[config.mk]
export PLATFORM = sky130hd
export DESIGN_NAME = cpu_top
export DESIGN_NICKNAME = d
export VERILOG_FILES = /design/src/rtl/cpu_pkg.sv /design/src/rtl/cpu_regfile.sv /design/src/rtl/cpu_top.sv
export SDC_FILE = /design/constraint.sdc
export NUM_CORES = 1
export LEC_CHECK = 0
export CELL_PAD_IN_SITES_DETAIL_PLACEMENT = 1
export CELL_PAD_IN_SITES_GLOBAL_PLACEMENT = 1
export CORE_MARGIN = 3
export CORE_UTILIZATION = 50
export CTS_CLUSTER_DIAMETER = 120
export DETAILED_ROUTE_END_ITERATION = 6
export PLACE_DENSITY = 0.86
export SYNTH_ARGS = -nofsm -noshare
export SYNTH_HDL_FRONTEND = slang
export SYNTH_HIERARCHICAL = 1
export SYNTH_SLANG_ARGS = --single-unit
[constraint.sdc]
create_clock -name clk_in -period 7.1 [get_ports clk_in]
set_input_delay 1.42 -clock clk_in [delete_from_list [all_inputs] [get_ports clk_in]]
set_output_delay 1.42 -clock clk_in [all_outputs]
set_load 0.005 [all_outputs]
[src/rtl/cpu_pkg.sv]
// Shared constants for the 8-bit accumulator-free CPU: widths, opcodes, FSM states
// and the instruction word layout.
package cpu_pkg;

    localparam int unsigned DATA_W  = 8;
    localparam int unsigned ADDR_W  = 16;
    localparam int unsigned PC_W    = 10;
    localparam int unsigned INST_W  = 32;
    localparam int unsigned REG_N   = 16;
    localparam int unsigned REG_AW  = 4;

    typedef enum logic [7:0] {
        OP_NOP  = 8'h00,
        OP_LDI  = 8'h01,
        OP_LD   = 8'h02,
        OP_ST   = 8'h03,
        OP_ADD  = 8'h04,
        OP_SUB  = 8'h05,
        OP_AND  = 8'h06,
        OP_OR   = 8'h07,
        OP_MOV  = 8'h08,
        OP_INC  = 8'h09,
        OP_DEC  = 8'h0A,
        OP_JMP  = 8'h0B,
        OP_JZ   = 8'h0C,
        OP_JNZ  = 8'h0D,
        OP_HALT = 8'hFF
    } opcode_e;

    typedef enum logic [2:0] {
        S_IDLE  = 3'd0,
        S_FETCH = 3'd1,
        S_LATCH = 3'd2,
        S_EXEC  = 3'd3,
        S_LOAD  = 3'd4,
        S_HALT  = 3'd5
    } state_e;

    // Opcode is kept as raw bits so undefined encodings can fall through to NOP.
    typedef struct packed {
        logic [7:0]        opcode;
        logic [REG_AW-1:0] rd;
        logic [REG_AW-1:0] rs;
        logic [ADDR_W-1:0] imm;
    } inst_t;

endpackage

[src/rtl/cpu_regfile.sv]
// 16 x 8 register file: one synchronous write port, two combinational read ports.
module cpu_regfile
    import cpu_pkg::*;
(
    input  logic              clk,
    input  logic              reset,
    input  logic              we,
    input  logic [REG_AW-1:0] waddr,
    input  logic [DATA_W-1:0] wdata,
    input  logic [REG_AW-1:0] raddr_a,
    output logic [DATA_W-1:0] rdata_a,
    input  logic [REG_AW-1:0] raddr_b,
    output logic [DATA_W-1:0] rdata_b
);

    logic [DATA_W-1:0] regs [REG_N];

    always_ff @(posedge clk) begin
        if (reset) begin
            for (int i = 0; i < REG_N; i++) begin
                regs[i] <= '0;
            end
        end else if (we) begin
            regs[waddr] <= wdata;
        end
    end

    assign rdata_a = regs[raddr_a];
    assign rdata_b = regs[raddr_b];

endmodule

[src/rtl/cpu_top.sv]
// Multi-cycle 8-bit CPU: FETCH/LATCH/EXEC per instruction, extra LOAD cycle for LD,
// synchronous-read instruction and data RAMs outside the core.
module cpu_top
    import cpu_pkg::*;
(
    input  logic              clk_in,
    input  logic              reset,
    input  logic              enable,
    output logic              data_ram_we,
    output logic [ADDR_W-1:0] addr_data_ram,
    output logic [DATA_W-1:0] din_data_ram,
    input  logic [DATA_W-1:0] dout_data_ram,
    output logic              inst_ram_we,
    output logic [PC_W-1:0]   addr_inst_ram,
    output logic [INST_W-1:0] din_inst_ram,
    input  logic [INST_W-1:0] dout_inst_ram,
    output logic              finish
);

    state_e            state;
    logic [PC_W-1:0]   pc;
    inst_t             ir;
    inst_t             fetched;
    logic              we_q;
    logic [ADDR_W-1:0] addr_q;
    logic [DATA_W-1:0] din_q;
    logic              finish_q;

    logic              rf_we;
    logic [DATA_W-1:0] rf_wdata;
    logic [REG_AW-1:0] rf_raddr_a;
    logic [DATA_W-1:0] rd_val;
    logic [DATA_W-1:0] rs_val;
    logic              taken;

    assign fetched = inst_t'(dout_inst_ram);

    // Port A looks at the incoming word in LATCH so a store's data can be registered early.
    assign rf_raddr_a = (state == S_LATCH) ? fetched.rd : ir.rd;

    cpu_regfile u_regfile (
        .clk     (clk_in),
        .reset   (reset),
        .we      (rf_we & enable),
        .waddr   (ir.rd),
        .wdata   (rf_wdata),
        .raddr_a (rf_raddr_a),
        .rdata_a (rd_val),
        .raddr_b (ir.rs),
        .rdata_b (rs_val)
    );

    // Execute-stage datapath: register writeback value and branch decision.
    always_comb begin
        rf_we    = 1'b0;
        rf_wdata = '0;
        taken    = 1'b0;
        if (state == S_EXEC) begin
            case (ir.opcode)
                OP_LDI: begin rf_we = 1'b1; rf_wdata = ir.imm[DATA_W-1:0]; end
                OP_ADD: begin rf_we = 1'b1; rf_wdata = rd_val + rs_val; end
                OP_SUB: begin rf_we = 1'b1; rf_wdata = rd_val - rs_val; end
                OP_AND: begin rf_we = 1'b1; rf_wdata = rd_val & rs_val; end
                OP_OR:  begin rf_we = 1'b1; rf_wdata = rd_val | rs_val; end
                OP_MOV: begin rf_we = 1'b1; rf_wdata = rs_val; end
                OP_INC: begin rf_we = 1'b1; rf_wdata = rd_val + DATA_W'(1); end
                OP_DEC: begin rf_we = 1'b1; rf_wdata = rd_val - DATA_W'(1); end
                OP_JMP: taken = 1'b1;
                OP_JZ:  taken = (rd_val == '0);
                OP_JNZ: taken = (rd_val != '0);
                default: ;
            endcase
        end else if (state == S_LOAD) begin
            rf_we    = 1'b1;
            rf_wdata = dout_data_ram;
        end
    end

    always_ff @(posedge clk_in) begin
        if (reset) begin
            state    <= S_IDLE;
            pc       <= '0;
            ir       <= '0;
            we_q     <= 1'b0;
            addr_q   <= '0;
            din_q    <= '0;
            finish_q <= 1'b0;
        end else if (enable) begin
            case (state)
                S_IDLE:  state <= S_FETCH;
                S_FETCH: state <= S_LATCH;
                S_LATCH: begin
                    ir    <= fetched;
                    state <= S_EXEC;
                    // Memory-side outputs are set up here so they are valid throughout EXEC.
                    if (fetched.opcode == OP_ST) begin
                        we_q   <= 1'b1;
                        addr_q <= fetched.imm;
                        din_q  <= rd_val;
                    end else if (fetched.opcode == OP_LD) begin
                        addr_q <= fetched.imm;
                    end
                end
                S_EXEC: begin
                    we_q  <= 1'b0;
                    din_q <= '0;
                    if (ir.opcode == OP_HALT) begin
                        state    <= S_HALT;
                        finish_q <= 1'b1;
                    end else begin
                        pc <= taken ? ir.imm[PC_W-1:0] : pc + PC_W'(1);
                        if (ir.opcode == OP_LD) begin
                            state  <= S_LOAD;
                            addr_q <= ir.imm;
                        end else begin
                            state  <= S_FETCH;
                            addr_q <= '0;
                        end
                    end
                end
                S_LOAD: begin
                    addr_q <= '0;
                    state  <= S_FETCH;
                end
                S_HALT:  state <= S_HALT;
                default: state <= S_IDLE;
            endcase
        end
    end

    // The strobe is suppressed while stalled or in reset so a held store never fires early.
    assign data_ram_we   = we_q & enable & ~reset;
    assign addr_data_ram = addr_q;
    assign din_data_ram  = din_q;
    assign finish        = finish_q;

    assign inst_ram_we   = 1'b0;
    assign din_inst_ram  = '0;
    assign addr_inst_ram = pc;

endmodule

==> reports/metrics.yaml, run 1 <==
outcome:
  outcome: "finished, violations left"
  failed_checks: "DRC"
detailed_routing:
  via_per_inst: 6.42
  ant_nets: 0
  wl_mm: 35.0
  avgRoutedWirePerCell_um: 25.8
  wirelength_met1_mm: 13.9
  top_layer: "met5"
  wl_met2_mm: 17.5
  drtPass1Iterations: 7
  drc: 3
  vias: 8701
  met3_length_mm: 2.27
  first_iter_violations: 691
placed_design:
  routabilityCongestion: 0.925
  hpwlAfterDp_mm: 24.7
  port_buffers: 78
cells_and_area:
  layout-drive-gt1-share: 0.146
  num_antenna_cells: 0
  nNetsFinal: 1117
  syn_to_final_growth_pct: 11.2
pwr:
  power.density_nw_per_um2: 200
  vdd_drop_max_mv: 0.152
  p_leak_uw: 0.00432
worst_setup_path:
  cp_common_cell: "a21o_1"
  crit_family: "multiplexers"
  worstPathMaxFanout: 22
  worst_path_max_delay_cell: "mux2_2"
  end_kind: "flop"
  crit_chain: "clkdlybuf4s50_1 > mux2_2 > buf_4 > mux4_2 > a22oi_1 > nand2_1 > ha_1 > a21o_1 > a21oi_1 > a21o_1 > a211oi_1 > mux2i_1 > o211ai_1 > and2_1"
  crit_buf_inv: 2
  start_kind: "primary input"
  critPathKind: "in -> reg"
  cpPeakStageDelay_ps: 750
  arrival_ps: 6070
  worstPathRequired_ps: 7290
synthesis:
  synth_edf_count: 128
  synth_area_um2: 11300
  syn_area_per_cell_um2: 11.1
  yosys.cell_types.count: 74
  synth_ff_type: "edfxtp_1"
  syn_inst: 1027
  synth.ff_latch_count: 199
  synth_warnings: 6
  synth-async-reset-ratio: 0
  seq_area_frac_synth: 0.464
timing:
  fin_worst_skew_ps: 17.4
  min_period_over_period: 0.828
  finalHoldViolations: 0
  setup_tns_ps: 0
  slew_headroom: 0.174
  timing.hold.ws_ps: 467
  fmaxAchievable_ghz: 0.170
  slew_viol_final: 0
  worst_slew_pin_slew_ps: 1230
  final.min_clock_period_ps: 5880
  setup_viol: 0
  rsz0062_at_grt: "false"
clocking:
  clock_latency_ps: 450
  cts_sinks: 199
  post_cts_buffers: 0
  cts_root_buf: "clkbuf_16"
  cts_resized: 0
  clk_pin_slew_ps: 80
  cts_tree: "built"
  cts_max_path_buffers: 2
  htreeDepth: 4
  numCtsBuffers: 17
  cts_hold_buf: 0
die:
  row_count: 54
  start_util: 0.514
  core-area_um2: 22100
  die_h_um: 157
  design.die.area_um2: 24500
  io_pins: 112
  die_w_um: 157
global_route:
  grt_max_degree: 52
  antenna_found_initial: 1
  track_usage: 0.289
  grt_pass1_vias: 8898
  grt_pass1_wl_mm: 53.8
  grt_overflow: 0
flow_run:
  cap_violations: 0
min_path:
  min_path_type: "reg -> reg"
-- layer usage --
metal  GRT usage  vias to the layer above
met1       0.378                     4436
met4       0.114                        2
li1            -                     3812
met5           0                        -
met2       0.487                      385
met3      0.0448                       66
-- power by group --
group	internal, µW	switching, µW	leakage (µW)
combinational	122	162	0.00216
clock	467	486	0.000273
sequential	1260	28.9	0.00189
-- kinds of logic after synthesis --
| kind of cell | count (synthesis) | synth area share |
|---|---|---|
| AND/OR/NAND/NOR | 412 | 0.195 |
| AO/OA/AOI/OAI | 212 | 0.131 |
| flip-flops | 199 | 0.464 |
| buffers and inverters | 114 | 0.0577 |
| multiplexers | 72 | 0.135 |
| adder cells (fa/ha/maj) | 11 | 0.0128 |
| XOR/XNOR | 6 | 0.00463 |
| other | 1 | 0.000330 |
-- tightest hold or removal path: cells and delay by family (launching register included) --
kind	cells	cell delay, ps
AND/OR/NAND/NOR	1	50
AO/OA/AOI/OAI	1	50
flip-flops	1	320
-- cell type report --
class                   instances  area [µm²]
flip-flops and latches        199        5270
repair buffers                 89         861
multi-input cells             746        5550
clock inverters                14         131
clock buffers                  18         429
inverters                      10        37.5
fillers                      2342        9470
well taps                     280         350
-- registers in the layout, indices dropped and copies added, names as in the netlist --
signal          count
u_regfile/regs    128
addr_inst_ram      10
we_q                1
ir                 32
finish              1
din_data_ram        8
addr_data_ram      16
state               3
-- per-stage QoR --
stage / setup WS [ps] / area (µm²) / utilization / cells / power [µW]
final: 1220 / 12600 / 0.571 / 1356 / 2520
after global routing: 888 / 12600 / 0.571 / 1356 / 2600
after CTS: 1260 / 12600 / 0.571 / 1356 / 2530
after detailed placement: 845 / 12100 / 0.546 / 1324 / 1590
after global placement: 1060 / 12100 / 0.546 / 1324 / 1570
after floorplan: 2450 / 11500 / - / 1059 / 1500
-- synth_stat cells (3+ instances only) --
cell	count	area, µm²
nor3b_1	3	22.5
or2_2	16	100
buf_2	8	40.0
a31oi_1	5	31.3
edfxtp_1	128	3840
nor2_1	48	180
o21ai_0	26	130
a211oi_2	9	113
nand3b_1	8	60.1
ha_1	10	125
a21oi_1	66	330
a22oi_1	40	300
mux2i_1	4	40.0
and2_1	134	838
mux4_2	64	1440
a22o_1	7	61.3
a211oi_1	12	90.1
a222oi_1	4	40.0
nor2_2	3	18.8
nand3_1	18	90.1
nor4_1	6	37.5
o21a_1	3	22.5
clkbuf_1	44	165
mux2_2	4	45.0
nor3_1	14	70.1
buf_1	7	26.3
clkbuf_8	5	68.8
a21o_1	7	52.6
o211ai_1	5	37.5
dfxtp_1	71	1420
xnor2_1	5	43.8
and3_1	6	37.5
nand2b_1	10	62.6
inv_1	10	37.5
nand2_1	113	424
buf_4	38	285
nor2b_1	12	75.1
a22oi_2	9	113
or3_1	3	18.8
-- placed cells by master (no fill, tap or decap), types with 5 or more instances in the layout --
cell type        Yosys  routed
a211oi_1            12      12
buf_4               38      12
nand2b_1            10      10
a21o_1               7       7
and3_1               6       6
conb_1               1      33
nand3b_1             8       8
o211ai_1             5       5
edfxtp_1           128     128
inv_1               10      10
a22oi_2              9       9
nor3_1              14      14
or2_2               16      16
clkbuf_16            0      17
nand3_1             18      18
nand2_1            113     113
inv_8                0       5
a22oi_1             40      40
a211oi_2             9       9
nor2b_1             12      12
nor4_1               6       6
a22o_1               7       7
clkdlybuf4s50_1      0      77
dfxtp_1             71      70
a21oi_1             66      66
and2_1             134     134
o21ai_0             26      26
mux4_2              64      64
a31oi_1              5       5
ha_1                10      10
xnor2_1              5       5
nor2_1              48      48
-- worst paths after layout --
kind | from | end | slack [ps] | depth (start not counted)
worst max register to register | state[1]$_SDFFE_PP0P_ | u_regfile/regs[11][7]$_SDFFCE_PN0P_ | 1640 | 16
worst min register to register | ir[15]$_SDFFE_PP0P_ | ir[15]$_SDFFE_PP0P_ | 470 | 2
worst min-delay path | ir[15]$_SDFFE_PP0P_ | ir[15]$_SDFFE_PP0P_ | 470 | 2
worst max-delay path | dout_inst_ram[20] | u_regfile/regs[11][7]$_SDFFCE_PN0P_ | 1220 | 14
No activity file was read; power rests on OpenSTA's default activity.
==> run 2, diff against run 1 <==
Settings changed: CORE_UTILIZATION 50 to 42, PLACE_DENSITY 0.86 to 0.77.
Clock period 7.1 ns to 5 ns, I/O delays scaled along.
==> run 2 against run 1 <==
Net effect:
- the run now ends clean
- sequential cell count is the same
- clock power up 47%
- sequential power up 41%
- final cell count rose by 7.5%
- critical path type is now reg -> reg
- critical endpoint is now u_regfile/regs[5][5]$_SDFFCE_PN0P_
- highest routed layer is now met4
==> reports/metrics.yaml, run 2 (synthesized netlist as in run 1, its figures left out) <==
detailed_routing:
  drc: 0  # was 3
  drtPass1Iterations: 5  # was 7
  first_iter_violations: 713  # was 691
  avgRoutedWirePerCell_um: 23.4  # was 25.8 µm
  ant_nets: 0  # unchanged
  wl_mm: 34.1  # was 35.0 mm
  vias: 8729  # was 8701
  via_per_inst: 5.99  # was 6.42
timing:
  fmaxAchievable_ghz: 0.211
  fin_worst_skew_ps: 14.6  # was 17.4 ps
  min_period_over_period: 0.947
  setup_tns_ps: 0  # unchanged
  worst_slew_pin_slew_ps: 902  # was 1230 ps
  rsz0062_at_grt: "false"  # unchanged
  setup_viol: 0  # unchanged
  slew_viol_final: 0  # unchanged
  finalHoldViolations: 0  # unchanged
  slew_headroom: 0.399  # was 0.174
  final.min_clock_period_ps: 4730
worst_setup_path:
  cp_common_cell: "buf_4"  # was a21o_1
  start_kind: "flop"  # was primary input
  worstPathRequired_ps: 5310  # was 7290 ps
  arrival_ps: 5040  # was 6070 ps
  reg2regPathDepth: 17  # was 16
  cpPeakStageDelay_ps: 600  # was 750 ps
  critPathKind: "reg -> reg"  # was in -> reg
  r2r_start: "state[1]$_SDFFE_PP0P_"  # unchanged
  worstPathMaxFanout: 16  # was 22
  crit_chain: "nor2b_1 > nor2b_1 > buf_4 > mux2_2 > buf_4 > mux4_2 > a22oi_1 > buf_4 > nand2_1 > ha_1 > a21o_1 > a21oi_1 > nand2_1 > xnor2_1 > o221ai_1 > a22o_1 > and2_1"  # was clkdlybuf4s50_1 > mux2_2 > buf_4 > mux4_2 > a22oi_1 > nand2_1 > ha_1 > a21o_1 > a21oi_1 > a21o_1 > a211oi_1 > mux2i_1 > o211ai_1 > and2_1
  worst_path_max_delay_cell: "a22o_1"  # was mux2_2
  critical_path.startpoint: "state[1]$_SDFFE_PP0P_"  # was dout_inst_ram[20]
  end_kind: "flop"  # unchanged
global_route:
  grt_pass1_vias: 8880  # was 8898
  grt_max_degree: 64  # was 52
  grt_overflow: 0  # unchanged
  antenna_found_initial: 0  # was 1
  grt_pass1_wl_mm: 52.4  # was 53.8 mm
  track_usage: 0.236  # was 0.289
flow_run:
  cap_violations: 0  # unchanged
clocking:
  clk_pin_slew_ps: 80  # about the same
  cts_max_path_buffers: 2  # unchanged
  cts_hold_buf: 0  # unchanged
  cts_sinks: 199  # unchanged
  htreeDepth: 4  # unchanged
  cts_resized: 0  # unchanged
  numCtsBuffers: 17  # unchanged
  cts_tree: "built"  # unchanged
  cts_root_buf: "clkbuf_16"  # unchanged
  clock_latency_ps: 450  # about the same
  post_cts_buffers: 0  # unchanged
pwr:
  power_switching_uw: 994  # was 677 µW
  vdd_drop_max_mv: 0.227  # was 0.152 mV
  power.density_nw_per_um2: 278  # was 200 nW/µm²
  clkPwrFrac: 0.382  # was 0.378
  seqPwrFrac: 0.498  # was 0.510
  pwr-share-comb: 0.120  # was 0.113
  p_leak_uw: 0.00460  # was 0.00432 µW
  p_sw_frac: 0.272  # was 0.268
  p_int_uw: 2660  # was 1850 µW
outcome:
  outcome: "finished, final reports clean"  # was finished, violations left
cells_and_area:
  layout-drive-gt1-share: 0.184  # was 0.146
  largest_register: "u_regfile/regs"  # unchanged
  fin_cells: 1458  # was 1356
  seq_area_um2: 5270  # unchanged
  num_antenna_cells: 0  # unchanged
  n_fill_cell: 2848  # was 2342
  final_common_cell: "and2_1"  # unchanged
  final_cell_mix: "134 x and2_1, 128 x edfxtp_1, 113 x nand2_1"  # unchanged
  syn_to_final_growth_pct: 16.0  # was 11.2%
  largest_reg_flops: 128  # unchanged
  multiInputGateArea_um2: 5550  # about the same
  nNetsFinal: 1164  # was 1117
die:
  row_count: 59  # was 54
  design.die.area_um2: 29000  # was 24500 µm²
  die_w_um: 170  # was 157 µm
  io_pins: 112  # unchanged
  die_h_um: 170  # was 157 µm
  core-area_um2: 26300  # was 22100 µm²
  start_util: 0.432  # was 0.514
min_path:
  min_path_type: "reg -> reg"  # unchanged
  min_from: "ir[15]$_SDFFE_PP0P_"  # unchanged
  min_path_cells: 2  # unchanged
placed_design:
  hpwlAfterDp_mm: 25.2  # was 24.7 mm
  port_buffers: 78  # unchanged
  routabilityCongestion: 0.898  # was 0.925
  dpl.cell_count: 1426  # was 1324
[run 2: layout make-up]
cell class | instances | share of cell area
repair buffers | 136 | 0.0979
multi-input cells | 746 | 0.422
flip-flops and latches | 199 | 0.400
clock buffers | 17 | 0.0323
inverters | 10 | 0.00285
clock inverters | 15 | 0.0134
well taps | 335 | 0.0318
[run 2: metal layers]
| layer | share of wire | global-route usage | vias to the layer above |
|---|---|---|---|
| met1 | 0.42 | 0.304 | 4456 |
| met2 | 0.50 | 0.402 | 311 |
| li1 | - | - | 3909 |
| met5 | 0 | 0 | - |
| met3 | 0.053 | 0.0383 | 53 |
| met4 | 0.033 | 0.0892 | 0 |
[run 2: power groups by stage]
stage | clock network [µW] | registers [µW] | logic (µW)
after global placement | 0 | 1850 | 419
after CTS | 1420 | 1820 | 433
after floorplan | 0 | 1840 | 291
final | 1400 | 1820 | 438
after detailed placement | 0 | 1860 | 429
after global routing | 1500 | 1830 | 470
[run 2: critical path: cells and delay by family, from the launching register on]
family / cells / cell delay, ps
AND/OR/NAND/NOR: 5 / 940
adder cells (fa/ha/maj): 1 / 270
flip-flops: 1 / 440
multiplexers: 2 / 850
AO/OA/AOI/OAI: 5 / 1400
XOR/XNOR: 1 / 130
buffers and inverters: 3 / 550
[run 2: worst paths after layout]
kind	end	slack [ps]
setup / recovery	u_regfile/regs[5][5]$_SDFFCE_PN0P_	270
hold / removal	ir[15]$_SDFFE_PP0P_	460
setup reg to reg	u_regfile/regs[5][5]$_SDFFCE_PN0P_	270
hold reg to reg	ir[15]$_SDFFE_PP0P_	460
[run 2: through the flow]
step	power (µW)	hold WS, ps	cell area, µm²	worst slack [ps]	utilization
floorplan	2130	433	11500	761	-
global placement	2270	442	12600	159	0.478
detailed placement	2290	459	12600	37.2	0.478
CTS	3680	469	13200	306	0.501
global route	3790	489	13200	41.1	0.501
finish	3660	465	13200	267	0.501
